[src/rtl/mdu_hilo.sv]
// Iterative multiply/divide unit with architectural HI/LO registers.
// MULT/MULTU use 32 shift-add steps and DIV/DIVU use 32 restoring-divide steps.
// Both work on operand magnitudes, and the sign is corrected in a final FIX cycle.
module mdu_hilo #(
  parameter int unsigned XLEN = 32
) (
  input  logic            clk,
  input  logic            rst_n,
  input  logic            start,
  input  logic [1:0]      op,
  input  logic [XLEN-1:0] a,
  input  logic [XLEN-1:0] b,
  input  logic            mthi_we,
  input  logic            mtlo_we,
  input  logic [XLEN-1:0] mt_data,
  output logic            busy,
  output logic            done,
  output logic            div_zero,
  output logic [XLEN-1:0] hi,
  output logic [XLEN-1:0] lo
);

  localparam int unsigned CW = $clog2(XLEN);
  localparam int unsigned AW = 2 * XLEN;
  localparam logic [CW-1:0] LAST_ITER = CW'(XLEN - 1);

  typedef enum logic [1:0] {
    S_IDLE = 2'd0,
    S_CALC = 2'd1,
    S_FIX  = 2'd2
  } state_t;

  state_t          state_q, state_d;
  logic [CW-1:0]   cnt_q, cnt_d;
  logic            is_div_q, is_div_d;
  logic [XLEN-1:0] opnd_q, opnd_d;     // multiplicand, or divisor
  logic [XLEN-1:0] sh_q, sh_d;         // multiplier shifting right, or dividend shifting left
  logic [AW-1:0]   acc_q, acc_d;       // product, or {remainder, quotient}
  logic [XLEN-1:0] a_raw_q, a_raw_d;
  logic            neg_q, neg_d;       // product/quotient must be negated
  logic            neg_rem_q, neg_rem_d;
  logic            dz_q, dz_d;         // in-flight divide has a zero divisor
  logic            busy_q, busy_d;
  logic            done_q, done_d;
  logic            div_zero_q, div_zero_d;
  logic [XLEN-1:0] hi_q, hi_d;
  logic [XLEN-1:0] lo_q, lo_d;

  // Operand conditioning: signed ops (MULT, DIV) work on two's-complement magnitudes
  logic            signed_op;
  logic [XLEN-1:0] mag_a, mag_b;
  assign signed_op = ~op[0];
  assign mag_a     = (signed_op && a[XLEN-1]) ? (~a + XLEN'(1)) : a;
  assign mag_b     = (signed_op && b[XLEN-1]) ? (~b + XLEN'(1)) : b;

  // One shift-add multiply step; the carry re-enters at the top of the accumulator
  logic [XLEN:0]   mul_sum;
  logic [AW-1:0]   mul_acc;
  assign mul_sum = {1'b0, acc_q[AW-1:XLEN]} + {1'b0, (sh_q[0] ? opnd_q : '0)};
  assign mul_acc = {mul_sum, acc_q[XLEN-1:1]};

  // One restoring-divide step on a 33-bit partial remainder
  logic [XLEN:0]   part_rem;
  logic [XLEN+1:0] trial;
  logic            qbit;
  logic [XLEN-1:0] rem_next;
  logic [AW-1:0]   div_acc;
  logic            unused_trial_bit;
  assign part_rem         = {acc_q[AW-1:XLEN], sh_q[XLEN-1]};
  assign trial            = {1'b0, part_rem} - {2'b00, opnd_q};
  assign qbit             = ~trial[XLEN+1];
  assign rem_next         = qbit ? trial[XLEN-1:0] : part_rem[XLEN-1:0];
  assign div_acc          = {rem_next, acc_q[XLEN-2:0], qbit};
  assign unused_trial_bit = trial[XLEN];

  // Final sign correction of the magnitude result
  logic [AW-1:0]   fix_prod;
  logic [XLEN-1:0] fix_quo, fix_rem;
  assign fix_prod = neg_q ? (~acc_q + AW'(1)) : acc_q;
  assign fix_quo  = neg_q ? (~acc_q[XLEN-1:0] + XLEN'(1)) : acc_q[XLEN-1:0];
  assign fix_rem  = neg_rem_q ? (~acc_q[AW-1:XLEN] + XLEN'(1)) : acc_q[AW-1:XLEN];

  // Next-state and next-output logic
  always_comb begin
    state_d    = state_q;
    cnt_d      = cnt_q;
    is_div_d   = is_div_q;
    opnd_d     = opnd_q;
    sh_d       = sh_q;
    acc_d      = acc_q;
    a_raw_d    = a_raw_q;
    neg_d      = neg_q;
    neg_rem_d  = neg_rem_q;
    dz_d       = dz_q;
    busy_d     = busy_q;
    done_d     = 1'b0;
    div_zero_d = div_zero_q;
    hi_d       = hi_q;
    lo_d       = lo_q;

    case (state_q)
      S_IDLE: begin
        if (start) begin
          state_d   = S_CALC;
          cnt_d     = '0;
          is_div_d  = op[1];
          opnd_d    = op[1] ? mag_b : mag_a;
          sh_d      = op[1] ? mag_a : mag_b;
          acc_d     = '0;
          a_raw_d   = a;
          neg_d     = signed_op & (a[XLEN-1] ^ b[XLEN-1]);
          neg_rem_d = signed_op & a[XLEN-1];
          dz_d      = op[1] & (b == '0);
          busy_d    = 1'b1;
        end else begin
          if (mthi_we) hi_d = mt_data;
          if (mtlo_we) lo_d = mt_data;
        end
      end

      S_CALC: begin
        if (is_div_q) begin
          acc_d = div_acc;
          sh_d  = {sh_q[XLEN-2:0], 1'b0};
        end else begin
          acc_d = mul_acc;
          sh_d  = {1'b0, sh_q[XLEN-1:1]};
        end
        cnt_d = cnt_q + CW'(1);
        if (cnt_q == LAST_ITER) state_d = S_FIX;
      end

      S_FIX: begin
        if (is_div_q) begin
          if (dz_q) begin
            hi_d = a_raw_q;
            lo_d = '1;
          end else begin
            hi_d = fix_rem;
            lo_d = fix_quo;
          end
        end else begin
          hi_d = fix_prod[AW-1:XLEN];
          lo_d = fix_prod[XLEN-1:0];
        end
        div_zero_d = dz_q;
        done_d     = 1'b1;
        busy_d     = 1'b0;
        state_d    = S_IDLE;
      end

      default: begin
        state_d = S_IDLE;
        busy_d  = 1'b0;
      end
    endcase
  end

  // State and datapath registers
  always_ff @(posedge clk or negedge rst_n) begin
    if (!rst_n) begin
      state_q    <= S_IDLE;
      cnt_q      <= '0;
      is_div_q   <= 1'b0;
      opnd_q     <= '0;
      sh_q       <= '0;
      acc_q      <= '0;
      a_raw_q    <= '0;
      neg_q      <= 1'b0;
      neg_rem_q  <= 1'b0;
      dz_q       <= 1'b0;
      busy_q     <= 1'b0;
      done_q     <= 1'b0;
      div_zero_q <= 1'b0;
      hi_q       <= '0;
      lo_q       <= '0;
    end else begin
      state_q    <= state_d;
      cnt_q      <= cnt_d;
      is_div_q   <= is_div_d;
      opnd_q     <= opnd_d;
      sh_q       <= sh_d;
      acc_q      <= acc_d;
      a_raw_q    <= a_raw_d;
      neg_q      <= neg_d;
      neg_rem_q  <= neg_rem_d;
      dz_q       <= dz_d;
      busy_q     <= busy_d;
      done_q     <= done_d;
      div_zero_q <= div_zero_d;
      hi_q       <= hi_d;
      lo_q       <= lo_d;
    end
  end

  assign busy     = busy_q;
  assign done     = done_q;
  assign div_zero = div_zero_q;
  assign hi       = hi_q;
  assign lo       = lo_q;

endmodule

[config.mk]
export PLATFORM = sky130hd
export DESIGN_NAME = mdu_hilo
export DESIGN_NICKNAME = d
export VERILOG_FILES = /design/src/rtl/mdu_hilo.sv
export SDC_FILE = /design/constraint.sdc
export NUM_CORES = 1
export LEC_CHECK = 0
export ABC_CLOCK_PERIOD_IN_PS = 7900
export BUFFER_PORTS_ARGS = -buffer_cell sky130_fd_sc_hd__buf_4
export CORE_UTILIZATION = 60
export CTS_BUF_LIST = sky130_fd_sc_hd__clkbuf_16
export CTS_CLUSTER_DIAMETER = 50
export DETAILED_ROUTE_END_ITERATION = 16
export PLACE_DENSITY = 0.8
export RECOVER_POWER = 50
export SLEW_MARGIN = 25
export SYNTH_ARGS = -nofsm -noshare
export SYNTH_HDL_FRONTEND = slang
export SYNTH_SLANG_ARGS = --single-unit
[constraint.sdc]
create_clock -name clk -period 7.9 [get_ports clk]
set_input_delay 1.58 -clock clk [delete_from_list [all_inputs] [get_ports clk]]
set_output_delay 1.58 -clock clk [all_outputs]
set_load 0.05 [all_outputs]
# Word-level counts from Yosys, hierarchy flattened
# Cells that the tools add are included.
# W data, S select, Z words.
[totals] regBits=238 output_inout_bits=67 wordCells=88
[classes] add_sub_neg=8 n_eq_ne=8 mux=33 n_bitwise=12 n_reduce_logical=12
[ops] operator="$mux W32" n=18
[ops] operator="$mux W64" n=3
[ops] operator="$pmux W32 S2" n=3
[ops] operator="$add A32 B1 Y32 const B" n=4
[ops] operator="$not A32 Y32" n=4
[ops] operator="$pmux W64 S2" n=1
[ops] operator="$add A64 B1 Y64 const B" n=1
[ops] operator="$not A64 Y64" n=1
[ops] operator="$sub A33 B32 Y34" n=1
[ops] operator="$add A32 B32 Y33" n=1
[ops] operator="$logic_not A32 Y1" n=1
[ops] operator="$ne A2 B2 Y1 const B" n=5
[ops] operator="$pmux W5 S2" n=1
[ops] operator="$reduce_and A2 Y1" n=4
[ops] operator="$reduce_and A3 Y1" n=2
[ops] operator="$add A5 B1 Y5 const B" n=1
[ops] operator="$eq A5 B5 Y1 const B" n=1
[ops] operator="$mux W5" n=1
[ops] operator="$mux W2" n=2
[ops] operator="$pmux W2 S2" n=1
[ops] operator="$reduce_bool A2 Y1" n=2
[ops] operator="$and A1 B1 Y1" n=3
[ops] operator="$not A1 Y1" n=3
[ops] operator="$eq A2 B1 Y1 const B" n=1
[ops] operator="6 further kinds" n=8

# Logic depth before layout (Yosys ltp)
# Gate-level depths: netlist of the first run.
[depth] ltp_word=6 depth_mapped=14

# Worst setup path before layout of the first run
# OpenSTA, ideal clock, no wires.
[synth_path] kind="input -> register" from="input port b[17]" to="register sh_q[30]" setup_ns=0.077 arrival_ns=3.724 required_time_ns=7.823 slack_ns=4.100 stages=9 path_buffers=0 path_cell_list="or4_1 nor4_1 nand3_1 o41ai_1 xnor2_1 nor2_1 a21oi_1 a21oi_1 o21ai_1"
[synth_via] elab_chain_len=6
[synth_rtl] element="from (decl)" line="12" text="input logic [XLEN-1:0] b,"
[synth_rtl] element="$not A32 Y32" line="54" text="assign mag_b = (signed_op && b[XLEN-1]) ? (~b + XLEN'(1)) : b;"
[synth_rtl] element="$add A32 B1 Y32" line="54"
[synth_rtl] element="$mux W32" line="54"
[synth_rtl] element="$mux W32" line="108" text="sh_d = op[1] ? mag_a : mag_b;"
[synth_rtl] element="$mux W32" line="103" text="if (start) begin"
[synth_rtl] element="$pmux W32 S2" line="101" text="case (state_q)"
[synth_rtl] element="to (signal assigned)" line="166" text="sh_q <= '0;"
[synth_rtl] element="to (signal assigned)" line="182" text="sh_q <= sh_d;"
[synth_rtl] element="to (decl)" line="37" text="logic [XLEN-1:0] sh_q, sh_d;"
# No other way between the ends. The select of a mux whose other input is x is not followed.
# A chain may end at the register's enable or synchronous reset.

# Final worst setup path of the first run
[layout_path] from="input port start" to="register opnd_q[17]"
[layout_via] elab_chain_len=1
[layout_rtl] element="from (decl)" line="9" text="input logic start,"
[layout_rtl] element="$reduce_and A2 Y1 (no source line)"
[layout_rtl] element="to (signal assigned)" line="181" text="opnd_q <= opnd_d;"
[layout_rtl] element="to (decl)" line="36" text="logic [XLEN-1:0] opnd_q, opnd_d;"
# No other way between the ends.

==> out/results.ini, run 1 <==
[floorplan]
rows=63
dieArea_um2=31600
initial_utilization_pct=61.7
pin_count=170
core_area_um2=30000
die_h_um=178
die_w_um=178

[synth]
ys_types=71
yosys_warnings=0
async_flop_share_pct=100
synth_top_flop_cell=dfrtp_1
synth_area_per_cell_um2=7.99
synth.net_count=2494
netlist_instances=2319
netlist_area_um2=18500
synth_seq_cells=238
synth-edff-count=0
seq_area_frac_synth_pct=32.1

[sta]
holdWs_ns=0.476
post-route-period-util_pct=72.0
tightest_slew_ns=3.21
clock-skew-final_ns=0.0279
finalSetupViolCount=0
slew_viol_final=163
period_needed_ns=5.69
max_slew_margin_pct=-114
setup_tns_ns=0
rsz0062_at_grt=no
final_hold_viol_count=0
fmax_ghz=0.176

[detailed_routing]
firstDrtPassIters=6
drc=0
drt-initial-drc-count=1945
final_antenna_net_count=0
wl_met3_um=6040
dr_wl_met2_um=27700
wl_met1_um=26100
num_vias=18200
vias_per_cell=6.51
wl_per_cell_um=22.3
highest_layer=met4
drt_wl_total_um=62400

[worst_setup_path]
end_kind=register
start_kind=input pin
path_class=input pin to register
cp_max_fo=80
critPathRequiredTime_ns=8.30
critPathArrivalTime_ns=6.09
regToRegSetupSlack_ns=2.95

[global_routing]
grt_antenna_before_repair=0
track_usage_pct=39.6
grt_pass1_vias=16700
grt_pass1_wl_um=96400
gr-total-overflow=0
grt_max_degree=144

[cells_and_area]
ff_latch_area_um2=5960
multiInputGateArea_um2=11700
fill_cells=2450
num_antenna_cells=0
final_common_cell=nand2_1
syn2layout_area_growth_pct=13.0
layout-drive-gt1-share_pct=12.3
final_cell_mix=nand2_1, o21ai_0, dfrtp_1
nets=2555

[clock_network]
clk_latency_ns=0.53
cts_setup_buffers=0
cts_tree=built
cts_sinks=238
cts_resized=0
cts_root_buffer=clkbuf_16
cts_buffer_depth=3
htreeDepth=2
cts_hold_buf=0
clkTransAtPathRegs_ns=0.06
cts_buffers=36

[placed_design]
dpl.hpwl_um=46700
gp_congestion=1.04
numPortBuffers=169

[run_status]
failed_checks=capacitance limit, slew limit
outcome=finished with violations

[worst_hold_path]
hold_class=register to register

[pwr]
powerDensity_nw_per_um2=472
ir_drop_v=0.000248
p_leak_nw=9.02

[job]
cap_violations=3

[worst max-delay path, cell delays in order]
cell and delay, ns:
clkbuf_4 0.12, inv_1 0.16, or3_1 0.33, clkbuf_1 0.89, clkbuf_1 2.32, a211oi_1 0.39, a21oi_1 0.27
[synth_stat cells (5+ instances only)]
master,number,share of area (%)
nand2_1,281,5.7
o21ai_0,257,6.9
dfrtp_1,238,32
nor2_1,194,3.9
a21oi_1,191,5.2
clkbuf_1,130,2.6
xnor2_1,128,6.0
mux2i_1,84,4.5
xor2_1,76,3.6
inv_1,74,1.5
ha_1,70,4.7
o22ai_1,45,1.5
nand3_1,39,1.1
and2_1,38,1.3
o31ai_1,36,1.5
nor3_1,33,0.89
mux2_2,27,1.6
a211oi_1,26,1.1
a21o_1,26,1.1
buf_1,23,0.47
or3_1,19,0.64
o211ai_1,18,0.73
nor4_1,17,0.57
a31oi_1,16,0.54
nand2b_1,16,0.54
or4_1,16,0.65
and3_1,15,0.51
a221o_1,14,0.76
nand4_1,13,0.44
or2_2,13,0.44
o41ai_1,11,0.52
a221oi_1,10,0.47
nor2b_1,10,0.34
o21a_1,9,0.36
o21bai_1,8,0.32
buf_2,7,0.19
o31a_1,7,0.33
a222oi_1,6,0.32
o21ai_1,6,0.16
a22o_1,5,0.24
o221ai_1,5,0.24
[flip-flops by register name, summed over array words and instances, names as in the netlist]
name	cells
done	1
is_div_q	1
a_raw_q	32
neg_q	1
div_zero	1
opnd_q	32
lo	32
state_q	2
busy	1
neg_rem_q	1
acc_q	64
sh_q	32
cnt_q	5
dz_q	1
hi	32
[cell type report]
| type | count | share of cell area, % |
|---|---|---|
| Clock buffer | 37 | 4.42 |
| Clock inverter | 29 | 0.979 |
| Inverter | 75 | 1.34 |
| Multi-Input combinational cell | 1841 | 55.6 |
| Sequential cell | 238 | 28.5 |
| Tap cell | 390 | 2.33 |
| Timing Repair Buffer | 188 | 6.82 |
[metrics by stage]
stage	utilization (%)	setup WS, ns	total power [W]	std cells	cell area, um2
after floorplan	-	4.10	0.00661	2319	18500
after global placement	66.0	3.66	0.00807	2730	19800
after detailed placement	66.0	3.62	0.00821	2730	19800
after CTS	69.8	3.59	0.00975	2796	21000
after global routing	69.8	1.81	0.0105	2798	21000
final	69.8	2.21	0.00990	2798	21000
[kinds of logic (layout without fill, tap and decap cells)]
kind of cell    count (synthesis)  count (layout)  share of synthesized area, %
buf+inv                       240             329                          5.05
compound gates                729             729                          23.9
flops                         238             238                          32.1
mux                           111             111                          6.18
fa+ha+maj                      72              72                          4.94
xor+xnor                      204             204                          9.64
simple gates                  725             725                          18.2
[worst paths after layout]
check                            from         end  cells past startpoint
setup reg to reg           state_q[0]  opnd_q[17]                      5
hold reg to reg                 hi[0]       hi[0]                      2
setup / recovery                start  opnd_q[17]                      7
min in group asynchronous       rst_n   acc_q[33]                      1
hold / removal                  hi[0]       hi[0]                      2
max in group asynchronous       rst_n    is_div_q                      2
[metal layers]
layer / vias to the layer above / global-route usage (%)
met4: 0 / 16.2
met2: 920 / 61.1
met1: 8720 / 55.1
met3: 140 / 6.43
met5: - / 0
li1: 8427 / -
[power by group]
part           internal, W  leakage (nW)  total (W)  switching (W)
Combinational      0.00222          5.47    0.00571        0.00349
Sequential         0.00179          2.97    0.00267       0.000879
Clock             0.000899         0.584    0.00152       0.000619
Total              0.00491          9.02    0.00990        0.00499
Power figures use the tool's default switching activity.
==> inputs of run 2 (changes only) <==
ABC_CLOCK_PERIOD_IN_PS = 5500   (was 7900)
clock period = 5.5 ns   (was 7.9 ns; I/O delays follow)
==> out/results.ini, run 2 (synthesized netlist as in run 1, its figures left out) <==
[sta]
clock-skew-final_ns=0.0193
setup_tns_ns=0
period_needed_ns=4.60
max_slew_margin_pct=-168
slew_viol_final=225
holdWs_ns=0.480
tightest_slew_ns=4.02
rsz0062_at_grt=no
fmax_ghz=0.217
final_hold_viol_count=0
post-route-period-util_pct=83.6
finalSetupViolCount=0

[clock_network]
clkTransAtPathRegs_ns=0.06
cts_buffer_depth=3
cts_hold_buf=0
htreeDepth=1
cts_setup_buffers=0
cts_root_buffer=clkbuf_16
cts_tree=built
cts_resized=0
cts_buffers=31
clk_latency_ns=0.58
cts_sinks=238

[placed_design]
gp_congestion=0.996
dpl.hpwl_um=47000
numPortBuffers=169

[worst_setup_path]
cpMostUsedCell=clkbuf_1
cp_max_fo=84
path_class=input pin to register
path_cells=clkbuf_1 -> o21bai_1 -> clkbuf_1 -> nand2_1 -> o2111ai_1 -> and3_1
cpPeakStageDelay_ns=2.83
crit_buf_inv=2
end_kind=register
critPathArrivalTime_ns=5.11
start_kind=input pin
critPathRequiredTime_ns=6.02
crit_slowest_cell=clkbuf_1
crit_family=buffers and inverters

[pwr]
power_frac_seq_pct=27.5
ir_drop_v=0.000356
internal_power_w=0.00686
swShare_pct=51.1
powerDensity_nw_per_um2=675
p_sw_w=0.00717
finalPower_w=0.0140
p_clk_share_pct=13.7
p_leak_nw=8.92
comb_power_share_pct=58.8

[detailed_routing]
wl_per_cell_um=22.3
drt_wl_total_um=62100
final_antenna_net_count=0
vias_per_cell=6.47
num_vias=18000
drc=0
drt-initial-drc-count=1889
firstDrtPassIters=5

[cells_and_area]
layout-drive-gt1-share_pct=12.0
top_register=acc_q
final_common_cell=nand2_1
nets=2549
largest_reg_flops=64
syn2layout_area_growth_pct=12.1
final_cell_mix=nand2_1, o21ai_0, dfrtp_1

[run_status]
failed_checks=capacitance limit, slew limit
outcome=finished with violations

[job]
cap_violations=4

[floorplan]
die_w_um=178
pin_count=170
rows=63
dieArea_um2=31600
initial_utilization_pct=61.7
die_h_um=178
core_area_um2=30000

[global_routing]
grt_pass1_vias=16500
grt_max_degree=150
grt_antenna_before_repair=1
gr-total-overflow=0
track_usage_pct=39.4
grt_pass1_wl_um=95600

[worst_hold_path]
hold_class=register to register

-- run 2: cell types whose count changed in the layout (fill, tap and decap cells not counted), moves of 2 or more --
cell | previous run | this run
clkbuf_16 | 37 | 31
inv_6 | 5 | 3
inv_1 | 81 | 78
clkinv_1 | 5 | 7
clkinv_4 | 0 | 3
clkinv_2 | 6 | 2
-- run 2: per-layer routing --
layer / vias to the layer above / share of wire (%) / track usage, %
li1: 8422 / - / -
met2: 955 / 44 / 61.4
met4: 0 / 3.6 / 13.1
met3: 112 / 10 / 7.50
met5: - / 0 / 0
met1: 8544 / 42 / 54.8
-- run 2: tightest hold or removal path: cells and delay by family (launching register included) --
family        cells  cell delay [ns]
simple gates      2             0.10
flops             1             0.34
-- run 2: final cells by class --
cell class	instances	area, um2
repair buffers	187	1420
clock buffers	31	776
fillers	2479	9260
multi-input cells	1841	11700
diodes	1	2.50
flip-flops and latches	238	5960
clock inverters	24	191
inverters	75	282
well taps	390	488
-- run 2: metrics by stage --
step | instances | utilization, % | area [um2] | setup WS (ns)
after global routing | 2786 | 69.2 | 20800 | 0.619
after CTS | 2786 | 69.3 | 20800 | 1.32
final | 2787 | 69.2 | 20800 | 0.901
after detailed placement | 2731 | 66.1 | 19900 | 1.34
after floorplan | 2319 | - | 18500 | 2.18
after global placement | 2731 | 66.1 | 19900 | 1.44
-- run 2: final timing paths --
path	startpoint	to	slack, ns	cells after the start
worst min-delay path	hi[28]	hi[28]	0.48	2
min in group asynchronous	rst_n	acc_q[33]	0.51	1
worst max register to register	state_q[0]	acc_q[62]	0.94	5
worst max-delay path	start	acc_q[62]	0.90	6
max in group asynchronous	rst_n	is_div_q	3.56	2
worst min register to register	hi[28]	hi[28]	0.48	2
-- run 2: power groups by stage --
stage | registers, W | clock network, W | logic, W
final | 0.00385 | 0.00192 | 0.00826
after global placement | 0.00378 | 0 | 0.00791
after global routing | 0.00393 | 0.00200 | 0.00899
after CTS | 0.00379 | 0.00193 | 0.00811
after floorplan | 0.00392 | 0 | 0.00557
after detailed placement | 0.00382 | 0 | 0.00806
